$ cat config.mk
export PLATFORM = sky130hd
export DESIGN_NAME = muldiv_sequencer
export DESIGN_NICKNAME = d
export VERILOG_FILES = /design/src/rtl/muldiv_sequencer.sv
export SDC_FILE = /design/constraint.sdc
export NUM_CORES = 1
export LEC_CHECK = 0
export ABC_CLOCK_PERIOD_IN_PS = 2670
export BUFFER_PORTS_ARGS = -buffer_cell sky130_fd_sc_hd__buf_2
export CAP_MARGIN = 20
export CORE_ASPECT_RATIO = 0.75
export CORE_MARGIN = 3
export CORE_UTILIZATION = 40
export CTS_BUF_LIST = sky130_fd_sc_hd__clkbuf_4
export CTS_CLUSTER_DIAMETER = 120
export DETAILED_ROUTE_END_ITERATION = 6
export PLACE_DENSITY = 0.65
export SYNTH_ARGS = -nofsm -noshare
export SYNTH_HDL_FRONTEND = slang
export SYNTH_SLANG_ARGS = --single-unit
export TNS_END_PERCENT = 20
$ cat constraint.sdc
create_clock -name clk -period 2.67 [get_ports clk]
set_input_delay 0.1335 -clock clk [delete_from_list [all_inputs] [get_ports clk]]
set_output_delay 0.1335 -clock clk [all_outputs]
set_load 0.005 [all_outputs]
$ cat src/rtl/muldiv_sequencer.sv
// EX-stage sequencer for the shared iterative multiply/divide unit.
// Stalls the front end for the op latency and strobes the writeback.
module muldiv_sequencer #(
  parameter int MULT_CYCLES = 4,
  parameter int DIV_CYCLES  = 64,
  parameter int CNT_W       = $clog2(DIV_CYCLES + 1)
) (
  input  logic       clk,
  input  logic       reset,
  input  logic       issue,
  input  logic       mult,
  input  logic       div,
  input  logic [4:0] regRD,
  input  logic       divisor_zero,
  input  logic       flush,
  output logic       stall,
  output logic       unit_start,
  output logic       unit_op,
  output logic       busy,
  output logic       wb_valid,
  output logic [4:0] wb_reg,
  output logic       div_zero,
  output logic       abort
);

  localparam logic [CNT_W-1:0] MC  = CNT_W'(MULT_CYCLES);
  localparam logic [CNT_W-1:0] DC  = CNT_W'(DIV_CYCLES);
  localparam logic [CNT_W-1:0] ONE = CNT_W'(1);

  typedef enum logic [1:0] {
    IDLE,
    RUN,
    DONE
  } state_t;

  state_t           state, state_n;
  logic [CNT_W-1:0] cnt, cnt_n;
  logic [4:0]       rd_q, rd_n;
  logic             op_q, op_n;
  logic             dz_q, dz_n;
  logic             first_q, first_n;
  logic             rst_q;

  logic stall_c, start_c, busy_c;
  logic wb_c, dz_c, abort_c;

  always_ff @(posedge clk) begin
    if (reset) begin
      state   <= IDLE;
      cnt     <= '0;
      rd_q    <= '0;
      op_q    <= 1'b0;
      dz_q    <= 1'b0;
      first_q <= 1'b0;
      rst_q   <= 1'b1;
    end else begin
      state   <= state_n;
      cnt     <= cnt_n;
      rd_q    <= rd_n;
      op_q    <= op_n;
      dz_q    <= dz_n;
      first_q <= first_n;
      rst_q   <= 1'b0;
    end
  end

  always_comb begin
    state_n = state;
    cnt_n   = cnt;
    rd_n    = rd_q;
    op_n    = op_q;
    dz_n    = dz_q;
    first_n = 1'b0;
    stall_c = 1'b0;
    start_c = 1'b0;
    busy_c  = 1'b0;
    wb_c    = 1'b0;
    dz_c    = 1'b0;
    abort_c = 1'b0;
    unique case (state)
      IDLE: begin
        // No accept in the first cycle out of reset: outputs stay quiet.
        if (issue & (mult | div) & ~flush & ~rst_q) begin
          stall_c = 1'b1;
          rd_n    = regRD;
          op_n    = ~mult;
          if (mult) begin
            cnt_n   = MC;
            state_n = RUN;
            first_n = 1'b1;
          end else if (divisor_zero) begin
            dz_n    = 1'b1;
            state_n = DONE;
          end else begin
            cnt_n   = DC;
            state_n = RUN;
            first_n = 1'b1;
          end
        end
      end
      RUN: begin
        stall_c = 1'b1;
        busy_c  = 1'b1;
        start_c = first_q;
        if (flush) begin
          abort_c = 1'b1;
          cnt_n   = '0;
          state_n = IDLE;
        end else if (cnt == ONE) begin
          state_n = DONE;
        end else begin
          cnt_n = cnt - ONE;
        end
      end
      DONE: begin
        busy_c  = 1'b1;
        wb_c    = ~flush;
        dz_c    = dz_q & ~flush;
        abort_c = flush;
        dz_n    = 1'b0;
        cnt_n   = '0;
        state_n = IDLE;
      end
      default: state_n = IDLE;
    endcase
  end

  assign stall      = stall_c & ~reset;
  assign unit_start = start_c & ~reset;
  assign busy       = busy_c & ~reset;
  assign wb_valid   = wb_c & ~reset;
  assign div_zero   = dz_c & ~reset;
  assign abort      = abort_c & ~reset;
  assign unit_op    = op_q & ~reset;
  assign wb_reg     = rd_q & {5{~reset}};

endmodule

After elaboration in Yosys (flattened, before gate mapping)

Cells that the tools add are included.
Widths: inputs -> output; s select.

Flip-flop bits (word level): 18
Output and inout port bits: 12
Logic and storage cells: 72

Add/sub/neg operators: 1
Equality and inequality tests: 9
Muxes and demuxes: 27
Bitwise logic cells: 19
Reduce and logical (&&, ||, !) cells: 9

Operators with widths:

| operator            | number |
|---|---|
| $mux 7              | 5 |
| $pmux 7 s3          | 1 |
| $mux 1              | 12 |
| $and 1x1->1         | 11 |
| $mux 2              | 5 |
| $ne 3x3->1 const B  | 3 |
| $reduce_and 4->1    | 2 |
| $eq 7x1->1 const B  | 1 |
| $sub 7x1->7 const B | 1 |
| $ne 2x2->1 const B  | 3 |
| $not 1->1           | 6 |
| $pmux 1 s2          | 3 |
| $and 5x5->5         | 1 |
| $pmux 2 s2          | 1 |
| $reduce_and 2->1    | 2 |
| $reduce_bool 3->1   | 1 |
| $reduce_or 3->1     | 1 |
| $eq 2x1->1 const B  | 1 |
| $eq 2x2->1 const B  | 1 |
| $logic_not 2->1     | 1 |
| $reduce_bool 2->1   | 1 |
| $reduce_or 2->1     | 1 |
| $or 1x1->1          | 1 |

Depth between registers and ports, before layout

Depth after elaboration: 7
Depth in mapped cells: 6
Mapped depth without buffers: 6

Least setup slack after synthesis

Ideal clock, no wire load.

Path kind: register -> register
Start point: register state[0]
End point: register cnt[1]
Arrival: 1.733 ns
Path slack: 0.866 ns
Cell stages (with the launch flop): 7
Buffers on the path: 0
Cells stage by stage: dfxtp_1 > inv_1 > ha_1 > nor2b_1 > a221o_1 > or4_1 > a21oi_1

Longest elaborated chain between the ends: 3

Ends and longest elaborated chain:

| item                                         | RTL line | source |
|---|---|---|
| from (decl)                                  | 36       | `state_t state, state_n;` |
| from (signal assigned)                       | 57       | `state <= state_n;` |
| $eq 2x1->1 (tied with other cells)           | 80       | `unique case (state)` |
| $ne 3x3->1 (no line) (tied with other cells) | n/a      |  |
| $reduce_and 4->1 (no line)                   | n/a      |  |
| to (signal assigned)                         | 58       | `cnt <= cnt_n;` |
| to (decl)                                    | 37       | `logic [CNT_W-1:0] cnt, cnt_n;` |

Parallel ways exist; a longest one is shown, timed or not.
A chain may end at the register's enable or synchronous reset.

Worst setup path after layout

Ends and elaborated chain as after synthesis.

==> results.ini <==
[outcome]
status = complete, no violations

[synth]
synth_most_common_cell = dfxtp_1
synth_edf_count = 0
synth_top_area_frac = 0.349
yosysUniqueCellTypes = 34
synthTopCellsByArea = dfxtp_1 (35%), ha_1 (7.3%), a21oi_1 (6.8%)
yosysTopAreaCell = dfxtp_1
synthCells = 126
async_flop_share = 0
synth_seq_cells = 18
ys.flop_type = dfxtp_1
synthTopCellsByCount = dfxtp_1 (18), a21oi_1 (14), nor2_1 (12)
synth_area_per_cell_um2 = 8.20
syn-cell-area_mm2 = 0.00103
syn-num-nets = 144
ys_warn_count = 0
synth_seq_area_share = 0.349

[global_routing]
antenna_found_initial = 0
grt_pass1_wl_mm = 4.11
grt_overflow = 0
grt_util_all_layers = 0.161
grt_max_degree = 29
grt_pass1_vias = 872

[place]
post-place-ws_ps = 726
gp_congestion = 0.812
dp_hpwl_mm = 1.79
dp_cells = 181
port_buffers = 23

[worst_hold_path]
min_from = regRD[2]
hp-class = input port to flop
min_path_cells = 3
holdPathEnd = rd_q[2]

[worst_setup_path]
worstPathCellList = inv_1 -> ha_1 -> nor2b_1 -> a221o_1 -> or4_1 -> a21oi_1
required_ps = 2910
critPathMaxStageDelay_ps = 490
slowest_stage = or4_1
cp_top_family = simple AND/OR/NAND/NOR gates
reg2reg_to = cnt[1]
rr_worst_depth = 6
worstPathMaxFanout = 7
endpoint_kind = flop
cp_data_arrival_time_ps = 2230
path_buf_inv = 1
crit_type = flop to flop
r2r_slack_ps = 680
critPathLaunchType = flop
worstReg2RegStart = state[0]

[sta]
setup_ws_ps = 678
setup_tns_ps = 0
worst_slew_pin_slew_ps = 595
fin_crit_sh = 0.746
fmax_mhz = 502
finalHoldViolCount = 0
clock_skew_ps = 6.81
slew_violations = 0
fin_crit_ps = 1990
finalSetupViolCount = 0
slew-limit-headroom = 0.600
rsz0062_at_grt = false

[flow_run]
maxCapViolations = 0

[route]
drtIter0Drc = 129
drc_errors = 0
antenna_left = 0
routed_wirelength_mm = 2.44
routedWlPerCell_um = 13.2
via_count = 1002
viasPerCell = 5.42
first_pass_iters = 4

[cells_and_area]
fin_cells = 185
antenna_cells = 0
fillers = 239
finalNetCount = 170
fin_util = 0.511
areaGrowthSynthToFinish_pct = 17.8
drive_above_1_share = 0.205

[clock_tree]
clock-root-buffer = clkbuf_4
cts_resized = 0
cts_inserted_buffers = 3
cts_buffer_depth = 2
cts_max_level = 1
ctsHoldBuffers = 0
post-cts-setup-buffers = 0
tritoncts = yes
clk_pin_slew_worst_paths_ps = 110
clkSinkCount = 18
insertion_delay_ps = 300

[die]
num_rows = 15
dieHeight_um = 50.0
fp.dieW_um = 64.7
core_area_mm2 = 0.00238
start_util = 0.434
die_area_mm2 = 0.00324
ios = 24

[pwr]
switching_share = 0.306
ir_drop_uv = 233
seqPwrFrac = 0.517
power.leakage_nw = 0.512
p_switching_uw = 172
clkPwrFrac = 0.261
powerDensity_mw_per_mm2 = 463
pwr-share-comb = 0.222
p_int_uw = 391

-- worst reg2reg max path: cells and delay by family (launching register included) --
family	cells	cell delay, ps
compound gates	2	570
fa+ha+maj	1	240
buf+inv	1	80
flops	1	400
simple gates	2	650
-- logic make-up after synthesis --
kind of cell / after synthesis / share of synthesized area
buffers and inverters: 12 / 0.0436
AND/OR/NAND/NOR: 51 / 0.298
flip-flops: 18 / 0.349
multiplexers: 5 / 0.0484
adder cells (fa/ha/maj): 6 / 0.0726
AO/OA/AOI/OAI: 34 / 0.189
-- through the flow --
stage	hold WS (ps)	total power, mW	area (um^2)
6_report	64.2	0.563	1220
5_1_grt	64.8	0.596	1220
4_1_cts	56.5	0.567	1220
3_5_place_dp	376	0.421	1190
3_3_place_gp	369	0.419	1190
2_1_floorplan	161	0.379	1030
-- how the worst max path moves through the flow --
stage / start / end / slack [ps] / cells past startpoint
2_1_floorplan: state[0] / cnt[1] / 870 / 6
3_3_place_gp: state[0] / cnt[1] / 780 / 6
3_5_place_dp: state[0] / cnt[1] / 730 / 6
4_1_cts: state[0] / cnt[1] / 690 / 6
5_1_grt: state[0] / cnt[1] / 600 / 6
6_report: state[0] / cnt[1] / 680 / 6
-- routing by layer --
metal | vias up | part of all wire | wire length [um] | global-route usage
li1 | 503 | - | - | -
met1 | 462 | 0.49 | 1200 | 0.222
met2 | 35 | 0.43 | 1050 | 0.241
met3 | 2 | 0.070 | 171 | 0.0592
met4 | 0 | 0.0053 | 13 | 0.0281
met5 | - | 0 | 0 | 0
-- power groups by stage --
stage	Clock [mW]	Sequential, mW	Combinational [mW]
after floorplan	0	0.294	0.0850
after global placement	0	0.297	0.122
after detailed placement	0	0.297	0.124
after CTS	0.151	0.291	0.125
after global routing	0.162	0.293	0.140
final	0.147	0.291	0.125
-- cells in the final DEF, fill, tap and decap left out, drive strengths merged, types with 3 or more instances in the layout --
| cell type | count |
|---|---|
| a21oi | 14 |
| buf | 25 |
| clkbuf | 3 |
| dfxtp | 18 |
| ha | 6 |
| inv | 8 |
| mux2i | 5 |
| nand3 | 3 |
| nor2 | 12 |
| nor2b | 10 |
| nor3 | 4 |
| o21ai | 11 |
-- cell type report --
type                    count  area (um^2)  area share
multi-input cells          96          628       0.516
inverters                   8         30.0      0.0247
repair buffers             25          130       0.107
clock inverters             1         3.75     0.00308
flip-flops and latches     18          360       0.296
well taps                  34         42.5      0.0349
clock buffers               3         22.5      0.0185
-- sequential cells by signal, indices dropped and copies added (netlist names) --
| register | flops |
|---|---|
| op_q | 1 |
| rst_q | 1 |
| cnt | 7 |
| rd_q | 5 |
| state | 2 |
| dz_q | 1 |
| first_q | 1 |
Note: power is estimated with default switching activity, not from simulation.
